$ cat src/rtl/isa_pkg.sv
`default_nettype none
// ============================================================================
// Module : isa_pkg
// Brief  : Opcode map, word field positions, instruction formats and loader
//          FSM state codes shared by the encoder/loader and the core decoder.
// Rev    : 1.0  initial release
// ============================================================================
package isa_pkg;

  localparam int OPCODE_W = 4;
  localparam int REG_W    = 4;
  localparam int IMM_W    = 16;
  localparam int INSTR_W  = 32;

  localparam logic [OPCODE_W-1:0] OP_MUL   = 4'b0000;
  localparam logic [OPCODE_W-1:0] OP_DIV   = 4'b0001;
  localparam logic [OPCODE_W-1:0] OP_LOAD  = 4'b0010;
  localparam logic [OPCODE_W-1:0] OP_STORE = 4'b0011;
  localparam logic [OPCODE_W-1:0] OP_ADD   = 4'b0100;
  localparam logic [OPCODE_W-1:0] OP_SUB   = 4'b0101;
  localparam logic [OPCODE_W-1:0] OP_ADDI  = 4'b0110;
  localparam logic [OPCODE_W-1:0] OP_SUBI  = 4'b0111;
  localparam logic [OPCODE_W-1:0] OP_B     = 4'b1000;
  localparam logic [OPCODE_W-1:0] OP_BEQ   = 4'b1001;

  // Bit positions inside the 32-bit instruction word; [15:12] is always zero.
  localparam int POS_OP      = 28;
  localparam int POS_RD      = 24;
  localparam int POS_RN      = 20;
  localparam int POS_RM      = 16;
  localparam int IMM_FIELD_W = 12;
  localparam int IMM8_W      = 8;

  typedef enum logic [1:0] {
    FMT_R   = 2'd0,
    FMT_I8  = 2'd1,
    FMT_M   = 2'd2,
    FMT_ILL = 2'd3
  } fmt_e;

  localparam logic [1:0] ST_IDLE  = 2'd0;
  localparam logic [1:0] ST_FILL  = 2'd1;
  localparam logic [1:0] ST_DRAIN = 2'd2;
  localparam logic [1:0] ST_DONE  = 2'd3;

  function automatic fmt_e opcode_fmt(input logic [OPCODE_W-1:0] op);
    fmt_e f;
    case (op)
      OP_MUL, OP_DIV, OP_ADD, OP_SUB, OP_BEQ: f = FMT_R;
      OP_ADDI, OP_SUBI, OP_B:                 f = FMT_I8;
      OP_LOAD, OP_STORE:                      f = FMT_M;
      default:                                f = FMT_ILL;
    endcase
    return f;
  endfunction

endpackage
`default_nettype wire

$ cat src/rtl/instr_fifo.sv
`default_nettype none
// ============================================================================
// Module : instr_fifo
// Brief  : Synchronous FIFO for encoded instruction words; head visible on
//          rdata_o one cycle after the push. DEPTH must be a power of two >= 2.
// Rev    : 1.0  initial release
// ============================================================================
module instr_fifo
  import isa_pkg::*;
#(
  parameter int WIDTH = INSTR_W,
  parameter int DEPTH = 4
) (
  input  logic             clk,
  input  logic             rst,
  input  logic             push_i,
  input  logic [WIDTH-1:0] wdata_i,
  input  logic             pop_i,
  output logic [WIDTH-1:0] rdata_o,
  output logic             full_o,
  output logic             empty_o
);

  localparam int PTR_W = $clog2(DEPTH);

  logic [WIDTH-1:0] mem_q [DEPTH];
  logic [PTR_W:0]   wr_ptr_q, wr_ptr_d;
  logic [PTR_W:0]   rd_ptr_q, rd_ptr_d;
  logic             do_push;
  logic             do_pop;

  // Pointers carry one extra wrap bit so full and empty are distinguishable.
  assign empty_o = (wr_ptr_q == rd_ptr_q);
  assign full_o  = (wr_ptr_q[PTR_W] != rd_ptr_q[PTR_W]) &&
                   (wr_ptr_q[PTR_W-1:0] == rd_ptr_q[PTR_W-1:0]);

  assign do_push = push_i && !full_o;
  assign do_pop  = pop_i && !empty_o;

  always_comb begin
    wr_ptr_d = wr_ptr_q + (PTR_W+1)'(do_push);
    rd_ptr_d = rd_ptr_q + (PTR_W+1)'(do_pop);
  end

  always_ff @(posedge clk or posedge rst) begin
    if (rst) begin
      wr_ptr_q <= '0;
      rd_ptr_q <= '0;
    end else begin
      wr_ptr_q <= wr_ptr_d;
      rd_ptr_q <= rd_ptr_d;
    end
  end

  always_ff @(posedge clk) begin
    if (do_push) begin
      mem_q[wr_ptr_q[PTR_W-1:0]] <= wdata_i;
    end
  end

  assign rdata_o = mem_q[rd_ptr_q[PTR_W-1:0]];

endmodule
`default_nettype wire

$ cat src/rtl/instr_encoder_loader.sv
`default_nettype none
// ============================================================================
// Module : instr_encoder_loader
// Brief  : Checks and packs instruction field bundles into 32-bit words,
//          buffers them and writes them to instruction memory sequentially.
// Rev    : 1.0  initial release
// ============================================================================
module instr_encoder_loader
  import isa_pkg::*;
#(
  parameter int ADDR_W     = 10,
  parameter int FIFO_DEPTH = 4
) (
  input  logic                clk,
  input  logic                rst,
  input  logic                start,
  input  logic [ADDR_W-1:0]   base_addr,
  input  logic                in_valid,
  output logic                in_ready,
  input  logic [OPCODE_W-1:0] in_opcode,
  input  logic [REG_W-1:0]    in_rd,
  input  logic [REG_W-1:0]    in_rn,
  input  logic [REG_W-1:0]    in_rm,
  input  logic [IMM_W-1:0]    in_imm,
  input  logic                in_last,
  output logic                mem_we,
  output logic [ADDR_W-1:0]   mem_addr,
  output logic [INSTR_W-1:0]  mem_wdata,
  input  logic                mem_ack,
  output logic                busy,
  output logic                done,
  output logic                err_illegal,
  output logic                err_range,
  output logic [ADDR_W-1:0]   word_count
);

  logic [1:0]             state_q, state_d;
  logic [ADDR_W-1:0]      addr_q, addr_d;
  logic [ADDR_W-1:0]      count_q, count_d;
  logic                   err_ill_q, err_ill_d;
  logic                   err_rng_q, err_rng_d;

  fmt_e                   fmt;
  logic                   imm_ok;
  logic [IMM_FIELD_W-1:0] imm_field;
  logic [REG_W-1:0]       rm_field;
  logic [INSTR_W-1:0]     enc_word;

  logic                   active;
  logic                   accept;
  logic                   push;
  logic                   pop;
  logic                   illegal_hit;
  logic                   range_hit;
  logic                   fifo_full;
  logic                   fifo_empty;
  logic [INSTR_W-1:0]     fifo_head;

  // Encoder: format lookup, immediate range check and word packing.
  always_comb begin
    fmt       = opcode_fmt(in_opcode);
    imm_ok    = 1'b1;
    imm_field = '0;
    rm_field  = '0;
    case (fmt)
      FMT_R: begin
        rm_field = in_rm;
      end
      FMT_I8: begin
        imm_ok    = (&in_imm[IMM_W-1:IMM8_W-1]) || !(|in_imm[IMM_W-1:IMM8_W-1]);
        imm_field = {{(IMM_FIELD_W-IMM8_W){1'b0}}, in_imm[IMM8_W-1:0]};
      end
      FMT_M: begin
        imm_ok    = (&in_imm[IMM_W-1:IMM_FIELD_W-1]) ||
                    !(|in_imm[IMM_W-1:IMM_FIELD_W-1]);
        imm_field = in_imm[IMM_FIELD_W-1:0];
      end
      default: begin
        imm_ok = 1'b1;
      end
    endcase

    enc_word                         = '0;
    enc_word[POS_OP +: OPCODE_W]     = in_opcode;
    enc_word[POS_RD +: REG_W]        = in_rd;
    enc_word[POS_RN +: REG_W]        = in_rn;
    enc_word[POS_RM +: REG_W]        = rm_field;
    enc_word[IMM_FIELD_W-1:0]        = imm_field;
  end

  assign active      = (state_q == ST_FILL) || (state_q == ST_DRAIN);
  assign in_ready    = (state_q == ST_FILL) && !fifo_full;
  assign accept      = in_valid && in_ready;
  assign illegal_hit = accept && (fmt == FMT_ILL);
  assign range_hit   = accept && (fmt != FMT_ILL) && !imm_ok;
  assign push        = accept && (fmt != FMT_ILL) && imm_ok;

  assign mem_we      = active && !fifo_empty;
  assign pop         = mem_we && mem_ack;
  // Storage is not reset, so the data bus is forced to zero when idle.
  assign mem_wdata   = mem_we ? fifo_head : '0;
  assign mem_addr    = addr_q;
  assign word_count  = count_q;
  assign busy        = active;
  assign done        = (state_q == ST_DONE);
  assign err_illegal = err_ill_q;
  assign err_range   = err_rng_q;

  always_comb begin
    state_d   = state_q;
    addr_d    = addr_q;
    count_d   = count_q;
    err_ill_d = err_ill_q;
    err_rng_d = err_rng_q;

    case (state_q)
      ST_IDLE: begin
        if (start) begin
          state_d   = ST_FILL;
          addr_d    = base_addr;
          count_d   = '0;
          err_ill_d = 1'b0;
          err_rng_d = 1'b0;
        end
      end
      ST_FILL: begin
        if (illegal_hit) err_ill_d = 1'b1;
        if (range_hit)   err_rng_d = 1'b1;
        if (accept && in_last) state_d = ST_DRAIN;
      end
      ST_DRAIN: begin
        if (fifo_empty) state_d = ST_DONE;
      end
      ST_DONE: begin
        state_d = ST_IDLE;
      end
      default: begin
        state_d = ST_IDLE;
      end
    endcase

    // Address wraps silently at the top of the memory.
    if (pop) begin
      addr_d  = addr_q + ADDR_W'(1);
      count_d = count_q + ADDR_W'(1);
    end
  end

  always_ff @(posedge clk or posedge rst) begin
    if (rst) begin
      state_q   <= ST_IDLE;
      addr_q    <= '0;
      count_q   <= '0;
      err_ill_q <= 1'b0;
      err_rng_q <= 1'b0;
    end else begin
      state_q   <= state_d;
      addr_q    <= addr_d;
      count_q   <= count_d;
      err_ill_q <= err_ill_d;
      err_rng_q <= err_rng_d;
    end
  end

  instr_fifo #(
    .WIDTH (INSTR_W),
    .DEPTH (FIFO_DEPTH)
  ) u_fifo (
    .clk     (clk),
    .rst     (rst),
    .push_i  (push),
    .wdata_i (enc_word),
    .pop_i   (pop),
    .rdata_o (fifo_head),
    .full_o  (fifo_full),
    .empty_o (fifo_empty)
  );

endmodule
`default_nettype wire

$ cat config.mk
export PLATFORM = sky130hd
export DESIGN_NAME = instr_encoder_loader
export DESIGN_NICKNAME = d
export VERILOG_FILES = /design/src/rtl/isa_pkg.sv /design/src/rtl/instr_fifo.sv /design/src/rtl/instr_encoder_loader.sv
export SDC_FILE = /design/constraint.sdc
export NUM_CORES = 1
export LEC_CHECK = 0
export CAP_MARGIN = 10
export CORE_UTILIZATION = 57
export DETAILED_ROUTE_END_ITERATION = 6
export HOLD_SLACK_MARGIN = 0.08
export MAX_ROUTING_LAYER = met4
export PLACE_DENSITY = 0.85
export SYNTH_ARGS = -nofsm -noshare
export SYNTH_HDL_FRONTEND = slang
export SYNTH_SLANG_ARGS = --single-unit
$ cat constraint.sdc
create_clock -name clk -period 11.8 [get_ports clk]
set_input_delay 2.36 -clock clk [delete_from_list [all_inputs] [get_ports clk]]
set_output_delay 2.36 -clock clk [all_outputs]
set_load 0.03 [all_outputs]
Word-level counts from Yosys, hierarchy flattened
Memories as Yosys holds them, arrays and structs flattened.
Index checks and enable logic that the tools add are counted.

word-level totals
  register bits = 30
  latch bits = 0
  bits in writable memories = 112
  ROM bits = 32
  input port bits = 48
  output and inout port bits = 58
  logic and storage cells = 82
  memories = 2

cells by class
  $add $sub $neg = 4
  multipliers = 0
  divide/modulo/power cells = 0
  magnitude comparators = 0
  equality and inequality tests = 15
  shift-type cells = 0
  multiplexer cells = 21
  bitwise gates (word level) = 0
  reductions and logical operators = 33

memories
  name             depth  width  read ports  clocked after memory_dff  write ports  RTL line          text
  u_fifo.mem_q     4      28     1           0                         1            instr_fifo.sv:26  logic [WIDTH-1:0] mem_q [DEPTH];
  (no name shown)  16     2      1           0                         0            isa_pkg.sv:48     case (op)

operator list
  kind                                                  count
  two-way mux 10 bit                                    6
  two-way mux 32 bit                                    1
  case mux 12 bit (2 select lines)                      1
  adder 10 x 1 -> 10 bit (second input constant)        2
  logical AND 1 bit                                     12
  AND reduction 3 bit                                   3
  AND reduction 9 bit                                   1
  OR reduction 9 bit                                    1
  equality test 2 bit (second input constant)           4
  != test 2 bit (second input constant)                 4
  case mux 2 bit (4 select lines)                       1
  adder 3 x 1 -> 3 bit                                  2
  two-way mux 2 bit                                     3
  case mux 1 bit (2 select lines)                       3
  nonzero test 2 bit                                    3
  zero test 1 bit                                       5
  two-way mux 1 bit                                     5
  AND reduction 5 bit                                   1
  OR reduction 5 bit                                    1
  equality test 2 x 1 -> 1 bit (second input constant)  2
  zero test 2 bit                                       2
  two-way mux 4 bit                                     1
  != test 2 x 1 -> 1 bit (second input constant)        2
  equality test 3 bit                                   1
  other kinds (4)                                       6

Logic depth before layout (Yosys ltp)
Gate-level depths: netlist of run 1.

  depth after elaboration = 10
  gate-level depth with buffers = 12
  gate-level depth less buffers = 12

Modules after synthesis
Synthesis of run 1 repeated with hierarchy kept, for this count alone.

second synthesis, totals
  cell total of the unflattened synthesis = 419
  area, all modules = 6,847.8 µm²

modules (own cells, without submodules)
  module                instances  cells each  area an instance (µm²)  seq. area each (µm²)
  instr_fifo            1          199         5,014.8                 3,993.8
  instr_encoder_loader  1          220         1,833.0                 600.6

Least setup slack after synthesis of run 1
Ideal clock, no wire load.

  path kind = input to register
  from = input port in_opcode[2]
  to = memory u_fifo.mem_q[2][0] (netlist bit), enable pin
  library setup time = 0.454 ns
  data arrival time = 5.947 ns
  data required time = 11.346 ns
  slack = 5.399 ns
  stages = 8
  path buffers = 0
  cell sequence = mux2_2 -> inv_1 -> ha_1 -> or4b_1 -> o221ai_1 -> o21ai_1 -> nand2b_1 -> nor3b_1

on the way
  cells in the longest elaborated chain, start to end = 7
  elaborated cells on any way between the ends = 10
  those cells by class = 3 x eq/ne; 3 x mux; 3 x reduce/logical; 1 x memory

RTL lines
  what                                                                         RTL line                                                text
  start: declaration                                                           instr_encoder_loader.sv:20                              input logic [OPCODE_W-1:0] in_opcode,
  memory (16 x 2 bit) *                                                        --
  equality test 2 bit (tied with other cells)                                  instr_encoder_loader.sv:65                              case (fmt)
  case mux 1 bit (2 select lines) / logical AND 1 bit (equally long branches)  instr_encoder_loader.sv:65, instr_encoder_loader.sv:96
  logical AND 1 bit *                                                          instr_encoder_loader.sv:96                              assign push = accept && (fmt != FMT_ILL) && imm_ok;
  logical AND 1 bit *                                                          instr_fifo.sv:37                                        assign do_push = push_i && !full_o;
  two-way mux 1 bit *                                                          instr_fifo.sv:56                                        if (do_push) begin
  two-way mux 1 bit (implied by the code) *                                    instr_fifo.sv:57                                        mem_q[wr_ptr_q[PTR_W-1:0]] <= wdata_i;
  end: declaration                                                             instr_fifo.sv:26

Every way passes the cells marked *; elsewhere a longest branch is shown, timed or not.

Worst setup path in the final report of run 1
  from = register u_fifo.rd_ptr_q[0]
  to = output port mem_wdata[0]

on the way
  cells in the longest elaborated chain, start to end = 4
  elaborated cells on any way between the ends = 5
  those cells by class = 1 x eq/ne; 1 x mux; 2 x reduce/logical; 1 x memory

RTL lines
  what                      RTL line                     text
  start: declaration        instr_fifo.sv:28             logic [PTR_W:0] rd_ptr_q, rd_ptr_d;
  start signal: assignment  instr_fifo.sv:51             rd_ptr_q <= rd_ptr_d;
  equality test 3 bit       instr_fifo.sv:33             assign empty_o = (wr_ptr_q == rd_ptr_q);
  zero test 1 bit           instr_encoder_loader.sv:98   assign mem_we = active && !fifo_empty;
  logical AND 1 bit         instr_encoder_loader.sv:98
  two-way mux 32 bit *      instr_encoder_loader.sv:101  assign mem_wdata = mem_we ? fifo_head : '0;
  end: declaration          instr_encoder_loader.sv:28   output logic [INSTR_W-1:0] mem_wdata,

Marks and branches as above.

==> results of run 1 <==
-- metal layers --
layer / vias to the layer above / wire length, um / GRT usage, %
met2: 161 / 7130 / 43.60
met5: - / 0 / -
met4: 0 / 270 / 11.71
li1: 1743 / - / -
met3: 20 / 714 / 4.515
met1: 1934 / 5329 / 32.31
-- final timing paths --
check	start	endpoint	slack [ns]
setup / recovery	u_fifo.rd_ptr_q[0]	mem_wdata[0]	5.75
hold / removal	word_count[9]	word_count[9]	0.48
setup reg to reg	u_fifo.rd_ptr_q[0]	u_fifo.mem_q[3][11]	8.55
hold reg to reg	word_count[9]	word_count[9]	0.48
max in group asynchronous	rst	u_fifo.rd_ptr_q[0]	9.26
min in group asynchronous	rst	state_q[1]	2.24
-- power by group --
part | total, mW | internal [mW] | switching, mW
Clock | 0.529 | 0.339 | 0.190
Combinational | 0.951 | 0.412 | 0.540
Sequential | 0.673 | 0.591 | 0.0829
-- cell usage after synthesis (4+ instances only) --
library cell and instances:
buf_2 6, nor2_1 19, nand3_1 13, a21oi_1 7, nor3_1 6, inv_1 7
nand2_1 22, clkbuf_1 7, mux2i_1 4, xor2_1 7, mux4_2 28, dfrtp_1 30
buf_4 4, o21ai_1 5, ha_1 15, nand4_1 5, and3_1 31, and2_1 20
edfxtp_1 112, o21ai_0 8
-- logic make-up after synthesis --
group                    synth area share, %
AO/OA/AOI/OAI                          4.173
multiplexers                           11.34
AND/OR/NAND/NOR                        11.44
adder cells (fa/ha/maj)                3.053
flip-flops                             66.92
XOR/XNOR                              0.9974
other                                0.06100
buffers and inverters                  2.015
-- area by class of cell --
class	instances	area share, %
clock buffers	18	5.292
clock inverters	12	2.171
inverters	8	0.3803
multi-input cells	228	24.61
flip-flops and latches	142	52.12
well taps	136	2.155
repair buffers	106	13.28
-- sequential cells by signal, summed over array words and instances, names as in the netlist --
name	flops
err_illegal	1
err_range	1
mem_addr	10
state_q	2
u_fifo.mem_q	112
u_fifo.rd_ptr_q	3
u_fifo.wr_ptr_q	3
word_count	10
-- critical path: cells and delay by family (launching register included) --
kind	cells	cell delay [ns]
simple gates	2	1.08
flops	1	1.06
buf+inv	1	0.68
xor+xnor	1	0.35
-- metrics by stage --
stage          hold WS [ns]  instances  worst slack, ns  util, %  instance area (um^2)
2_1_floorplan        0.4604        397            5.399        -                  6158
3_3_place_gp         0.4684        620            6.114    70.46                  7307
3_5_place_dp         0.4776        620            5.938    70.46                  7307
4_1_cts              0.4853        650            5.622    76.15                  7896
5_1_grt              0.5169        650            5.422    76.15                  7896
6_report             0.4836        650            5.748    76.15                  7896
==> results.sh, run 1 <==
export IMPL_path_clk_slew_ns=0.06
export IMPL_worst_ep_arrival_time_ns=3.69
export IMPL_setup_viol=0
export IMPL_cts_resized=0
export IMPL_cts_max_level=4
export IMPL_routed_wl_mm=13.44
export IMPL_ys_seq_area_share_pct=66.92
export IMPL_finalCritPeriodShare_pct=51.29
export IMPL_seq_area_um2=4115
export IMPL_cts_tree="built"
export IMPL_clock_path_buffers=2
export IMPL_vias_per_cell=5.935
export IMPL_worst_r2r_path_depth=5
export IMPL_ys_ff_latch=142
export IMPL_grt_max_degree=33
export IMPL_skew_ns=0.007629
export IMPL_cpMaxStageDelayCell="dfrtp_2"
export IMPL_die_w_um=105.9
export IMPL_critical_path_cell_chain="xor2_1 -> or3_1 -> and3_1 -> clkdlybuf4s50_1"
export IMPL_drive_gt1_share_pct=14.20
export IMPL_syn_avg_cell_area_um2=15.60
export IMPL_hold_path_class="reg2reg"
export IMPL_ctsHoldBuffers=0
export IMPL_synth_top_area_share_pct=54.71
export IMPL_grt_first_pass_wirelength_mm=20.94
export IMPL_ys_flop_type="edfxtp_1"
export IMPL_nFillCells=610
export IMPL_io_buffers=101
export IMPL_cp_max_fo=30
export IMPL_antennaDiodeCount=0
export IMPL_die_y_um=105.9
export IMPL_drt_first_pass_iters=6
export IMPL_io_pins=106
export IMPL_cts_made_buffers=17
export IMPL_ant_nets=0
export IMPL_final_cell_mix="edfxtp_1, clkdlybuf4s50_1, and3_1"
export IMPL_drc=0
export IMPL_clock_root_buffer="clkbuf_8"
export IMPL_start_kind="flop"
export IMPL_fmaxAchievable_ghz=0.1652
export IMPL_drv_cap=0
export IMPL_clock_sinks=142
export IMPL_period_minus_slack_ns=6.052
export IMPL_whs_path_depth=1
export IMPL_core_area_um2=10370
export IMPL_grt_usage_pct=26.41
export IMPL_setup_tns_ns=0
export IMPL_vdd_drop_max_mv=0.1629
export IMPL_critPathRequiredTime_ns=9.44
export IMPL_netlist_instances=394
export IMPL_synthesis_area_um2=6147
export IMPL_total_power_mw=2.154
export IMPL_finalNetCount=566
export IMPL_synth_cell_type_count=47
export IMPL_clk_latency_ns=0.50
export IMPL_worst_slew_pin_slew_ns=1.055
export IMPL_synthDominantAreaCellType="edfxtp_1"
export IMPL_initial_core_util_pct=59.28
export IMPL_final_common_cell="edfxtp_1"
export IMPL_overflow=0
export IMPL_finalHoldViolCount=0
export IMPL_dp_hpwl_mm=8.312
export IMPL_crit_path_max_incr_delay_ns=1.06
export IMPL_drt_iter0_markers=269
export IMPL_synth_async_reset_ratio_pct=21.13
export IMPL_total_leakage_power_nw=2.936
export IMPL_status="finished clean"
export IMPL_routabilityCongestion=0.8396
export IMPL_grt_pass1_vias=4063
export IMPL_drv_slew=0
export IMPL_dieArea_um2=11200
export IMPL_synth_edf_count=112
export IMPL_pwr_density_cell_nw_per_um2=272.8
export IMPL_synth_warnings=0
export IMPL_rows=37
export IMPL_area_growth_syn_to_layout_pct=28.46
export IMPL_multi_input_area_um2=1943
export IMPL_slew_headroom_pct=29.65
export IMPL_cp_end_kind="output port"
export IMPL_antenna_found_initial=0
export IMPL_via_count=3858
export IMPL_post_cts_buffers=0
export IMPL_path_class="reg2out"
export IMPL_yosys_top_cells_area="edfxtp_1, dfrtp_1, mux4_2"
export IMPL_wl_per_cell_um=20.68
export IMPL_rsz0062_at_grt="no"
Note: power is estimated with default switching activity, not from simulation.
==> inputs of run 2 (changes only) <==
--- a/config.mk
+++ b/config.mk
@@ -6,11 +6,11 @@
 export NUM_CORES = 1
 export LEC_CHECK = 0
 export CAP_MARGIN = 10
-export CORE_UTILIZATION = 57
+export CORE_UTILIZATION = 53
 export DETAILED_ROUTE_END_ITERATION = 6
 export HOLD_SLACK_MARGIN = 0.08
 export MAX_ROUTING_LAYER = met4
-export PLACE_DENSITY = 0.85
+export PLACE_DENSITY = 0.8
 export SYNTH_ARGS = -nofsm -noshare
 export SYNTH_HDL_FRONTEND = slang
 export SYNTH_SLANG_ARGS = --single-unit
==> constraint.sdc (replaced) <==
create_clock -name clk -period 5.6 [get_ports clk]
set_input_delay 1.12 -clock clk [delete_from_list [all_inputs] [get_ports clk]]
set_output_delay 1.12 -clock clk [all_outputs]
set_load 0.03 [all_outputs]
==> results.sh, run 2 (synthesized netlist as in run 1, its figures left out) <==
export IMPL_wl_per_cell_um=19.91
export IMPL_die_y_um=109.7
export IMPL_cts_made_buffers=17
export IMPL_routabilityCongestion=0.8250
export IMPL_crit_path_max_incr_delay_ns=0.83
export IMPL_power_internal_mw=2.827
export IMPL_cp_end_kind="output port"
export IMPL_dp_hpwl_mm=8.111
export IMPL_hold_path_class="reg2reg"
export IMPL_area_growth_syn_to_layout_pct=29.11
export IMPL_dieArea_um2=12030
export IMPL_cts_resized=0
export IMPL_period_minus_slack_ns=4.266
export IMPL_worst_slew_pin_slew_ns=0.9760
export IMPL_grt_first_pass_wirelength_mm=20.42
export IMPL_setup_tns_ns=0
export IMPL_critical_path_cell_chain="xor2_1 -> or3_1 -> and3_1 -> clkdlybuf4s50_1"
export IMPL_clock_sinks=142
export IMPL_cp_max_fo=30
export IMPL_switching_share_pct=37.84
export IMPL_critPathRequiredTime_ns=4.48
export IMPL_vdd_drop_max_mv=0.3425
export IMPL_via_count=3871
export IMPL_grt_max_degree=33
export IMPL_finalHoldViolCount=0
export IMPL_pwr_density_cell_nw_per_um2=573.0
export IMPL_drv_slew=0
export IMPL_ctsHoldBuffers=0
export IMPL_core_area_um2=11080
export IMPL_grt_usage_pct=24.81
export IMPL_path_clk_slew_ns=0.06
export IMPL_antennaDiodeCount=0
export IMPL_cts_tree="built"
export IMPL_status="finished clean"
export IMPL_clock_root_buffer="clkbuf_16"
export IMPL_rsz0062_at_grt="no"
export IMPL_skew_ns=0.01248
export IMPL_drive_gt1_share_pct=14.81
export IMPL_overflow=0
export IMPL_initial_core_util_pct=55.49
export IMPL_hold_slack_ns=0.4827
export IMPL_rows=38
export IMPL_finalNetCount=570
export IMPL_clockPowerShare_pct=24.6
export IMPL_die_w_um=109.7
export IMPL_worst_ep_arrival_time_ns=3.15
export IMPL_clock_path_buffers=2
export IMPL_io_pins=106
export IMPL_routed_wl_mm=13.14
export IMPL_antenna_found_initial=0
export IMPL_setup_viol=0
export IMPL_post_cts_buffers=0
export IMPL_cts_max_level=4
export IMPL_drt_first_pass_iters=5
export IMPL_sequentialPowerShare_pct=29.9
export IMPL_final_cell_mix="edfxtp_1, clkdlybuf4s50_1, and3_1"
export IMPL_drc=0
export IMPL_pwr_share_comb_pct=45.6
export IMPL_path_class="reg2out"
export IMPL_grt_pass1_vias=3979
export IMPL_cpMaxStageDelayCell="or3_1"
export IMPL_drv_cap=0
export IMPL_largest_reg_flops=112
export IMPL_fmaxAchievable_ghz=0.2344
export IMPL_final_common_cell="edfxtp_1"
export IMPL_p_sw_mw=1.721
export IMPL_start_kind="flop"
export IMPL_clk_latency_ns=0.42
export IMPL_vias_per_cell=5.865
export IMPL_total_power_mw=4.548
export IMPL_slew_headroom_pct=34.94
export IMPL_io_buffers=101
export IMPL_finalCritPeriodShare_pct=76.18
export IMPL_total_leakage_power_nw=2.954
export IMPL_drt_iter0_markers=178
export IMPL_ant_nets=0
run 2: changes by cell type in the layout (fill, tap and decap cells not counted):
cell | before | now
clkbuf_1 | 1 | 3
clkinv_2 | 3 | 2
clkbuf_16 | 16 | 17
clkinvlp_4 | 2 | 3
buf_4 | 5 | 9
bufinv_16 | 4 | 3
run 2: power by group through the flow:
stage	combinational, mW	sequential, mW	clock (mW)
final	2.07	1.36	1.12
after global routing	2.22	1.37	1.18
after CTS	2.09	1.35	1.13
after detailed placement	2.06	1.37	0
after global placement	2.03	1.36	0
after floorplan	1.24	1.44	0
run 2: area by class of cell:
cell class	count	area (um^2)
clock buffers	21	450.4
clock inverters	11	143.9
fillers	735	3142
inverters	8	30.03
multi-input cells	228	1943
flip-flops and latches	142	4115
well taps	140	175.2
repair buffers	110	1079
run 2: per-stage QoR:
step	std cells	cell area (um^2)	setup WS (ns)	util [%]
CTS	660	7936	1.300	71.64
detailed placement	628	7342	1.102	66.28
finish	660	7936	1.334	71.64
global placement	628	7342	1.151	66.28
floorplan	397	6158	0.4394	-
global route	660	7936	1.143	71.64
run 2: worst max-delay path, delay by kind of cell, from the launching register on:
| kind | cells | cell delay (ns) |
|---|---|---|
| simple gates | 2 | 1.17 |
| xor+xnor | 1 | 0.38 |
| flops | 1 | 0.49 |
| buf+inv | 1 | 0.69 |
run 2: worst paths after layout:
kind / from / depth (start not counted) / endpoint / slack [ns]
setup / recovery: u_fifo.wr_ptr_q[1] / 4 / mem_wdata[7] / 1.33
hold / removal: word_count[9] / 1 / word_count[9] / 0.48
setup reg to reg: state_q[1] / 8 / word_count[2] / 2.66
hold reg to reg: word_count[9] / 1 / word_count[9] / 0.48
max in group asynchronous: rst / 3 / u_fifo.rd_ptr_q[0] / 4.21
min in group asynchronous: rst / 3 / word_count[1] / 1.09
run 2: layer usage:
| metal | vias up | wire [um] | track usage (%) |
|---|---|---|---|
| met5 | - | 0 | - |
| met4 | 0 | 201 | 9.619 |
| met3 | 19 | 766 | 5.868 |
| met2 | 156 | 6675 | 39.58 |
| met1 | 1951 | 5498 | 31.06 |
| li1 | 1745 | - | - |
